[config.mk]
export PLATFORM = sky130hd
export DESIGN_NAME = energy_step_seq_flat
export DESIGN_NICKNAME = d
export VERILOG_FILES = /design/src/rtl/energy_step_seq_if.sv /design/src/rtl/energy_step_seq.sv /design/src/flat_wrapper.sv
export SDC_FILE = /design/constraint.sdc
export NUM_CORES = 1
export LEC_CHECK = 0
export ABC_CLOCK_PERIOD_IN_PS = 4100
export BUFFER_PORTS_ARGS = -buffer_cell sky130_fd_sc_hd__buf_2
export CORE_MARGIN = 2
export CORE_UTILIZATION = 45
export CTS_CLUSTER_DIAMETER = 80
export DETAILED_ROUTE_END_ITERATION = 10
export PLACE_DENSITY = 0.71
export REMOVE_ABC_BUFFERS = 1
export SLEW_MARGIN = 40
export SYNTH_ARGS = -nofsm -noshare
export SYNTH_HDL_FRONTEND = slang
export SYNTH_SLANG_ARGS = --single-unit
export TNS_END_PERCENT = 30
[constraint.sdc]
create_clock -name clk_i -period 4.1 [get_ports clk_i]
set_clock_uncertainty 0.05 [all_clocks]
set_input_delay 0.615 -clock clk_i [delete_from_list [all_inputs] [get_ports clk_i]]
set_output_delay 0.615 -clock clk_i [all_outputs]
set_load 0.005 [all_outputs]
[src/rtl/energy_step_seq_if.sv]
// rtl/energy_step_seq_if.sv - handshake bundle between the step sequencer, its counter and the fetch/done consumers
interface energy_step_seq_if #(
    parameter int COUNTER_BITWIDTH = 8,
    parameter int STALL_BITWIDTH   = 16
);
    logic                        config_valid_i;
    logic [COUNTER_BITWIDTH-1:0] config_counter_i;
    logic                        config_ready_o;
    logic                        spin_valid_i;
    logic                        spin_ready_o;
    logic                        recount_en_o;
    logic                        step_en_o;
    logic [COUNTER_BITWIDTH-1:0] counter_q_i;
    logic                        counter_ready_i;
    logic                        addr_valid_o;
    logic [COUNTER_BITWIDTH-1:0] addr_o;
    logic                        addr_ready_i;
    logic                        done_valid_o;
    logic [COUNTER_BITWIDTH-1:0] done_beats_o;
    logic [STALL_BITWIDTH-1:0]   done_stalls_o;
    logic                        done_ready_i;

    modport master (
        input  config_valid_i, config_counter_i, spin_valid_i,
               counter_q_i, counter_ready_i, addr_ready_i, done_ready_i,
        output config_ready_o, spin_ready_o, recount_en_o, step_en_o,
               addr_valid_o, addr_o, done_valid_o, done_beats_o, done_stalls_o
    );

    modport slave (
        output config_valid_i, config_counter_i, spin_valid_i,
               counter_q_i, counter_ready_i, addr_ready_i, done_ready_i,
        input  config_ready_o, spin_ready_o, recount_en_o, step_en_o,
               addr_valid_o, addr_o, done_valid_o, done_beats_o, done_stalls_o
    );
endinterface

[src/rtl/energy_step_seq.sv]
// rtl/energy_step_seq.sv - sequences one spin evaluation: counter recount/step, fetch addresses, completion token
module energy_step_seq #(
    parameter int COUNTER_BITWIDTH = 8,
    parameter int STALL_BITWIDTH   = 16
) (
    input  logic               clk_i,
    input  logic               rst_ni,
    input  logic               en_i,
    energy_step_seq_if.master  bus
);
    typedef enum logic [1:0] {
        ST_UNCFG = 2'd0,
        ST_IDLE  = 2'd1,
        ST_RUN   = 2'd2,
        ST_DONE  = 2'd3
    } state_t;

    state_t                      state_q, state_d;
    logic [COUNTER_BITWIDTH-1:0] limit_q;
    logic [COUNTER_BITWIDTH-1:0] beat_q;
    logic [STALL_BITWIDTH-1:0]   stall_q;

    logic config_ready, spin_ready, done_valid, addr_valid;
    logic cfg_hs, spin_hs, done_hs, step, stall, run_end;

    assign config_ready = en_i & ((state_q == ST_UNCFG) | (state_q == ST_IDLE));
    assign cfg_hs       = config_ready & bus.config_valid_i;
    // Config has priority over a same-cycle spin request.
    assign spin_ready   = en_i & (state_q == ST_IDLE) & ~bus.config_valid_i;
    assign spin_hs      = spin_ready & bus.spin_valid_i;

    // Beats track the counter 1:1, so also stop on the registered limit in case the counter flag lags.
    assign run_end      = bus.counter_ready_i | (beat_q == limit_q);
    assign addr_valid   = en_i & (state_q == ST_RUN) & ~run_end;
    assign step         = addr_valid & bus.addr_ready_i;
    assign stall        = addr_valid & ~bus.addr_ready_i;
    assign done_valid   = en_i & (state_q == ST_DONE);
    assign done_hs      = done_valid & bus.done_ready_i;

    assign bus.config_ready_o = config_ready;
    assign bus.spin_ready_o   = spin_ready;
    assign bus.recount_en_o   = spin_hs;
    assign bus.step_en_o      = step;
    assign bus.addr_valid_o   = addr_valid;
    assign bus.addr_o         = bus.counter_q_i;
    assign bus.done_valid_o   = done_valid;
    assign bus.done_beats_o   = beat_q;
    assign bus.done_stalls_o  = stall_q;

    always_comb begin
        state_d = state_q;
        case (state_q)
            ST_UNCFG: if (cfg_hs) state_d = ST_IDLE;
            ST_IDLE:  if (!cfg_hs && spin_hs) state_d = ST_RUN;
            ST_RUN:   if (en_i && run_end) state_d = ST_DONE;
            ST_DONE:  if (done_hs) state_d = ST_IDLE;
            default:  state_d = ST_UNCFG;
        endcase
    end

    always_ff @(posedge clk_i or negedge rst_ni) begin
        if (!rst_ni) begin
            state_q <= ST_UNCFG;
            limit_q <= '0;
            beat_q  <= '0;
            stall_q <= '0;
        end else begin
            state_q <= state_d;
            if (cfg_hs) begin
                limit_q <= bus.config_counter_i;
            end
            if (spin_hs) begin
                beat_q  <= '0;
                stall_q <= '0;
            end else begin
                if (step) begin
                    beat_q <= beat_q + 1'b1;
                end
                if (stall && (stall_q != {STALL_BITWIDTH{1'b1}})) begin
                    stall_q <= stall_q + 1'b1;
                end
            end
        end
    end
endmodule

[src/flat_wrapper.sv]
// flat-port wrapper written by rule: the top's interface ports become plain ports
module energy_step_seq_flat 
#(
    parameter int COUNTER_BITWIDTH = 8,
    parameter int STALL_BITWIDTH   = 16
)
  (clk_i, rst_ni, en_i, bus_config_valid_i, bus_config_counter_i, bus_spin_valid_i, bus_counter_q_i, bus_counter_ready_i, bus_addr_ready_i, bus_done_ready_i, bus_config_ready_o, bus_spin_ready_o, bus_recount_en_o, bus_step_en_o, bus_addr_valid_o, bus_addr_o, bus_done_valid_o, bus_done_beats_o, bus_done_stalls_o);
  energy_step_seq_if #(.COUNTER_BITWIDTH(COUNTER_BITWIDTH), .STALL_BITWIDTH(STALL_BITWIDTH)) bus_i ();
  input  logic clk_i;
  input  logic rst_ni;
  input  logic en_i;
  input wire logic [$bits(bus_i.config_valid_i)-1:0] bus_config_valid_i;
  input wire logic [$bits(bus_i.config_counter_i)-1:0] bus_config_counter_i;
  input wire logic [$bits(bus_i.spin_valid_i)-1:0] bus_spin_valid_i;
  input wire logic [$bits(bus_i.counter_q_i)-1:0] bus_counter_q_i;
  input wire logic [$bits(bus_i.counter_ready_i)-1:0] bus_counter_ready_i;
  input wire logic [$bits(bus_i.addr_ready_i)-1:0] bus_addr_ready_i;
  input wire logic [$bits(bus_i.done_ready_i)-1:0] bus_done_ready_i;
  output wire logic [$bits(bus_i.config_ready_o)-1:0] bus_config_ready_o;
  output wire logic [$bits(bus_i.spin_ready_o)-1:0] bus_spin_ready_o;
  output wire logic [$bits(bus_i.recount_en_o)-1:0] bus_recount_en_o;
  output wire logic [$bits(bus_i.step_en_o)-1:0] bus_step_en_o;
  output wire logic [$bits(bus_i.addr_valid_o)-1:0] bus_addr_valid_o;
  output wire logic [$bits(bus_i.addr_o)-1:0] bus_addr_o;
  output wire logic [$bits(bus_i.done_valid_o)-1:0] bus_done_valid_o;
  output wire logic [$bits(bus_i.done_beats_o)-1:0] bus_done_beats_o;
  output wire logic [$bits(bus_i.done_stalls_o)-1:0] bus_done_stalls_o;
  assign bus_i.config_valid_i = bus_config_valid_i;
  assign bus_i.config_counter_i = bus_config_counter_i;
  assign bus_i.spin_valid_i = bus_spin_valid_i;
  assign bus_i.counter_q_i = bus_counter_q_i;
  assign bus_i.counter_ready_i = bus_counter_ready_i;
  assign bus_i.addr_ready_i = bus_addr_ready_i;
  assign bus_i.done_ready_i = bus_done_ready_i;
  assign bus_config_ready_o = bus_i.config_ready_o;
  assign bus_spin_ready_o = bus_i.spin_ready_o;
  assign bus_recount_en_o = bus_i.recount_en_o;
  assign bus_step_en_o = bus_i.step_en_o;
  assign bus_addr_valid_o = bus_i.addr_valid_o;
  assign bus_addr_o = bus_i.addr_o;
  assign bus_done_valid_o = bus_i.done_valid_o;
  assign bus_done_beats_o = bus_i.done_beats_o;
  assign bus_done_stalls_o = bus_i.done_stalls_o;
  energy_step_seq #(.COUNTER_BITWIDTH(COUNTER_BITWIDTH), .STALL_BITWIDTH(STALL_BITWIDTH)) u_core (.clk_i(clk_i), .rst_ni(rst_ni), .en_i(en_i), .bus(bus_i));
endmodule
Yosys cells after proc, flatten, opt, wreduce, memory -nomap -nowiden
Cells that the tools add are included.
{"block": "classes", "bitwise_logic": 16, "addsub": 2, "reduce_logical": 8, "muxes": 9, "eq_ne": 9}
{"operator": "16-bit 2-to-1 mux", "count": 2}
{"operator": "16-bit by 1-bit adder with 16-bit output, second input constant", "count": 1}
{"operator": "8-bit 2-to-1 mux", "count": 2}
{"operator": "16-bit != test, second input constant", "count": 1}
{"operator": "1-bit AND", "count": 11}
{"operator": "8-bit by 1-bit adder with 8-bit output, second input constant", "count": 1}
{"operator": "8-bit == test", "count": 1}
{"operator": "2-bit 2-to-1 mux", "count": 4}
{"operator": "2-bit case mux with 4 select lines", "count": 1}
{"operator": "2-bit == test, second input constant", "count": 2}
{"operator": "2-bit by 1-bit != test with 1-bit output, second input constant", "count": 2}
{"operator": "2-bit != test, second input constant", "count": 2}
{"operator": "4-bit AND reduction", "count": 1}
{"operator": "2-bit nonzero test", "count": 2}
{"operator": "1-bit logical AND", "count": 3}
{"operator": "1-bit inverter", "count": 3}
{"operator": "2-bit by 1-bit == test with 1-bit output, second input constant", "count": 1}
{"operator": "2-bit logical NOT", "count": 1}
{"operator": "1-bit bitwise OR", "count": 2}
{"operator": "1-bit logical NOT", "count": 1}
{"block": "totals", "out_inout_bits": 38, "register_bits": 34, "elab_cells": 48, "in_bits": 24}

Logic depth before layout (Yosys ltp)
{"block": "logic_depth", "word_depth": 8, "mapped_depth": 9, "ltp_nobuf": 7}

Least setup slack after synthesis
No wires, ideal clock.
{"block": "synth_timing", "path_kind": "input to output", "startpoint": "in en_i", "endpoint": "out bus_recount_en_o", "cell_stages": 5, "slack_ps": 1688, "required_ps": 3435, "t_arrival_ps": 1747, "path_buffers": 3, "path_cell_list": "buf_2 > nand4b_2 > inv_1 > buf_1 > buf_1"}
{"block": "synth_between", "elab_chain_cells": 3}
{"item": "start, declared", "line": "flat_wrapper.sv:11", "rtl": "input logic en_i;"}
{"item": "1-bit AND (2 in series)", "line": "energy_step_seq.sv:29", "rtl": "assign spin_ready = en_i & (state_q == ST_IDLE) & ~bus.config_valid_i;"}
{"item": "1-bit AND", "line": "energy_step_seq.sv:30", "rtl": "assign spin_hs = spin_ready & bus.spin_valid_i;"}
{"item": "end, declared", "line": "flat_wrapper.sv:21", "rtl": "output wire logic [$bits(bus_i.recount_en_o)-1:0] bus_recount_en_o;"}
No other way between the ends.

Worst setup path in the final report
{"block": "layout_timing", "startpoint": "reg u_core.beat_q[4] (netlist: u_core.bus.done_beats_o[4])", "endpoint": "out bus_step_en_o"}
{"block": "layout_between", "elab_chain_cells": 5}
{"item": "start, declared", "line": "energy_step_seq.sv:20", "rtl": "logic [COUNTER_BITWIDTH-1:0] beat_q;"}
{"item": "start signal, assigned", "line": "energy_step_seq.sv:77", "rtl": "beat_q <= beat_q + 1'b1;"}
{"item": "8-bit == test", "line": "energy_step_seq.sv:33", "rtl": "assign run_end = bus.counter_ready_i | (beat_q == limit_q);"}
{"item": "1-bit bitwise OR", "line": "energy_step_seq.sv:33"}
{"item": "1-bit inverter", "line": "energy_step_seq.sv:34", "rtl": "assign addr_valid = en_i & (state_q == ST_RUN) & ~run_end;"}
{"item": "1-bit AND", "line": "energy_step_seq.sv:34"}
{"item": "1-bit AND", "line": "energy_step_seq.sv:35", "rtl": "assign step = addr_valid & bus.addr_ready_i;"}
{"item": "end, declared", "line": "flat_wrapper.sv:22", "rtl": "output wire logic [$bits(bus_i.step_en_o)-1:0] bus_step_en_o;"}
No other way between the ends.

==> results by group <==
STA
  • Count of final hold-check violations: 0
  • Final WS setup: 1256 ps
  • Max Slew Vio Count: 0
  • Post-layout min period: 2844 ps
  • Setup TNS Final: 0 ps
  • Maximum clock frequency: 351.7 MHz
  • Final setup viols: 0
  • Slew margin rel.: 48.46%
  • RSZ-0062 raised after global routing: no
  • Worst-Margin Slew: 768.5 ps
  • Tcrit/Tclk final: 69.35%

Critical path
  • Worst R2R Setup Slack: 1530 ps
  • CP max stage cell: nor4_2
  • Critical Path Source Type: flop
  • R2r startpoint: u_core.state_q[0]$_DFFE_PN0P_
  • Worst setup EP type: output pin
  • CP bufs+invs: 1
  • Worst-path fanout max: 8
  • CP Launch Point: u_core.bus.done_beats_o[4]$_DFFE_PN0P_
  • Worst path max stage delay: 600 ps
  • CP required: 3430 ps
  • CP Cell Sequence: xor2_1 -> nor4_2 -> a21oi_1 -> buf_2
  • Worst endpoint data arrival time: 2180 ps
  • Cell family with the largest share of critical-path delay: simple AND/OR/NAND/NOR gates
  • Worst setup path class: flop to output pin

Synthesis
  • Post-synth top area share: 42.03%
  • Distinct cell type count after synthesis: 39
  • Seq/Total Area, Yosys: 42.03%
  • Synth warn: 0
  • Syn Inst Count: 209
  • Top cells by area, synth: dfrtp_1, mux2_2, a21oi_1
  • Cell Area, Synth: 2024 sq um
  • Synthesized area per cell: 9.686 sq um
  • Number of synthesized register bits: 34
  • Most area-hungry cell type in the Yosys netlist: dfrtp_1

CTS
  • Clock Pin Slew Worst Setup and Hold Paths: 70 ps
  • Worst-skew pair later-pin latency: 290 ps
  • CTS root buf: clkbuf_8
  • Clock sinks: 34
  • Hold-fix buffers, CTS: 0
  • H-tree levels: 2
  • Post-cts gate resize count: 0
  • Cts bufs inserted: 5
  • Number of post-CTS setup repair buffers: 0
  • CTS tree: done
  • Max Root-Sink Buffers: 2

Die
  • Die H: 71.07 um
  • Die Footprint: 5051 sq um
  • Rows: 24
  • Die X: 71.07 um
  • Ports: 62
  • Core Region: 4354 sq um
  • Starting Density: 46.49%

Routing
  • DRC Markers: 0
  • Number of routed nets with antenna violations: 0
  • WL per Instance: 14.60 um
  • Vias/cell: 5.807
  • Via count: 1742
  • Total Wirelength: 4.381 mm
  • Pre-Repair DR Iteration Count: 4
  • DR iter-0 viols: 136

Place
  • Final HPWL DP: 3.208 mm
  • PortBufs: 45
  • GP Congestion: 0.8407
  • Post-Place Cell Area: 2223 sq um
  • Dpl ws: 1497 ps

Power and ir drop
  • Pwr/cell area: 469.9 nW/um^2
  • Power, Total: 1.089 mW
  • Leak pwr: 1.103 nW
  • Worst vdd ir: 0.2830 mV

Layout
  • Filler instances: 402
  • Final instance area: 2317 sq um
  • Share of cells above drive strength 1: 27.82%
  • Nets: 277
  • Layout area overhead: 14.46%
  • Antenna Cells: 0
  • Final design utilization: 53.22%

Global route
  • Vias in the first global route: 1606
  • Total Routing Usage GR: 18.47%
  • Congestion Overflow GR: 0
  • Largest net degree at the start of global routing: 35
  • Initial antenna violation count: 0
  • Global-route wire length before repair: 7.486 mm

Outcome
  • Status: finished clean

Hold path
  • Hold Crit Class: input pin to asynchronous set/reset pin

Run
  • Number of max-cap violations: 0
## where the power goes
group,leakage (nW),internal [mW],total (mW),switching [mW]
combinational,0.605,0.176,0.360,0.183
sequential,0.450,0.406,0.470,0.0643
clock,0.0482,0.136,0.259,0.124
## cells in the final DEF (no fill, tap or decap), drive strengths merged, types with 5 or more instances in the layout
cell type  instances
or4                7
nand4              6
or3                6
a21oi             16
inv                5
mux2               8
buf               46
nand2             18
xor2               8
xnor2              5
clkbuf             7
o31ai              7
nand3             12
ha                 6
dfrtp             34
nor2              14
## per-layer routing
layer  track usage (%)  vias up  routed length, um
li1                  -      835                  -
met1             22.99      831               1948
met2             30.22       72               2068
met3             6.553        4                324
met4             5.660        0                 40
met5                 0        -                  0
## flip-flops by register name, indices dropped and copies added (netlist names)
name and flops:
u_core.limit_q 8, u_core.bus.done_beats_o 8, u_core.state_q 2, u_core.bus.done_stalls_o 16
## worst paths after layout
kind / end / cells past startpoint
worst min register to register: u_core.limit_q[6]$_DFFE_PN0P_ / 1
max in group asynchronous: u_core.limit_q[7]$_DFFE_PN0P_ / 1
min in group clk_i: u_core.limit_q[6]$_DFFE_PN0P_ / 1
worst min-delay path: u_core.bus.done_stalls_o[5]$_DFFE_PN0P_ / 1
worst max-delay path: bus_step_en_o / 4
worst max register to register: u_core.bus.done_stalls_o[11]$_DFFE_PN0P_ / 7
## per-stage QoR
stage	hold slack [ps]	instances
2_1_floorplan	269.4	194
3_3_place_gp	461.9	292
3_5_place_dp	464.4	292
4_1_cts	370.4	300
5_1_grt	247.7	300
6_report	214.7	300
## synth_stat cells, drive strengths merged
master,count
nor2,14
xnor2,5
and2,1
inv,5
a21oi,16
xor2,8
nand4,6
or4,7
o21a,3
nand4b,3
a21o,3
o31a,1
mux2i,4
nor3,1
o21ai,4
a2111oi,1
o31ai,7
a211o,1
nor4,4
o21ba,1
dfrtp,34
ha,6
a31o,3
clkbuf,2
nand2b,2
nor2b,2
or3,6
mux2,8
and3,3
a211oi,4
nand2,18
buf,13
nand3,12
nand3b,1
## worst register-to-register path, cell delays in order (launching register included)
cell     delay, ps
dfrtp_1        420
inv_1          100
ha_1           250
nand2_1         90
or3_1          340
a211o_1        530
or4_1          580
a21oi_1        150
## area by class of cell
cell class              count  area (sq um)  area share (%)
multi-input cells         155          1056           45.57
flip-flops and latches     34         850.8           36.72
repair buffers             46         235.2           10.15
clock buffers               7         86.33           3.726
well taps                  52         65.06           2.808
inverters                   5         18.77          0.8099
clock inverters             1         5.005          0.2160
## logic make-up after synthesis
group / count (synthesis) / share of synthesized area [%]
mux: 12 / 6.428
buf+inv: 20 / 5.810
compound gates: 44 / 14.65
fa+ha+maj: 6 / 3.708
simple gates: 80 / 21.76
xor+xnor: 13 / 5.624
flops: 34 / 42.03
No activity file was read; power rests on OpenSTA's default activity.
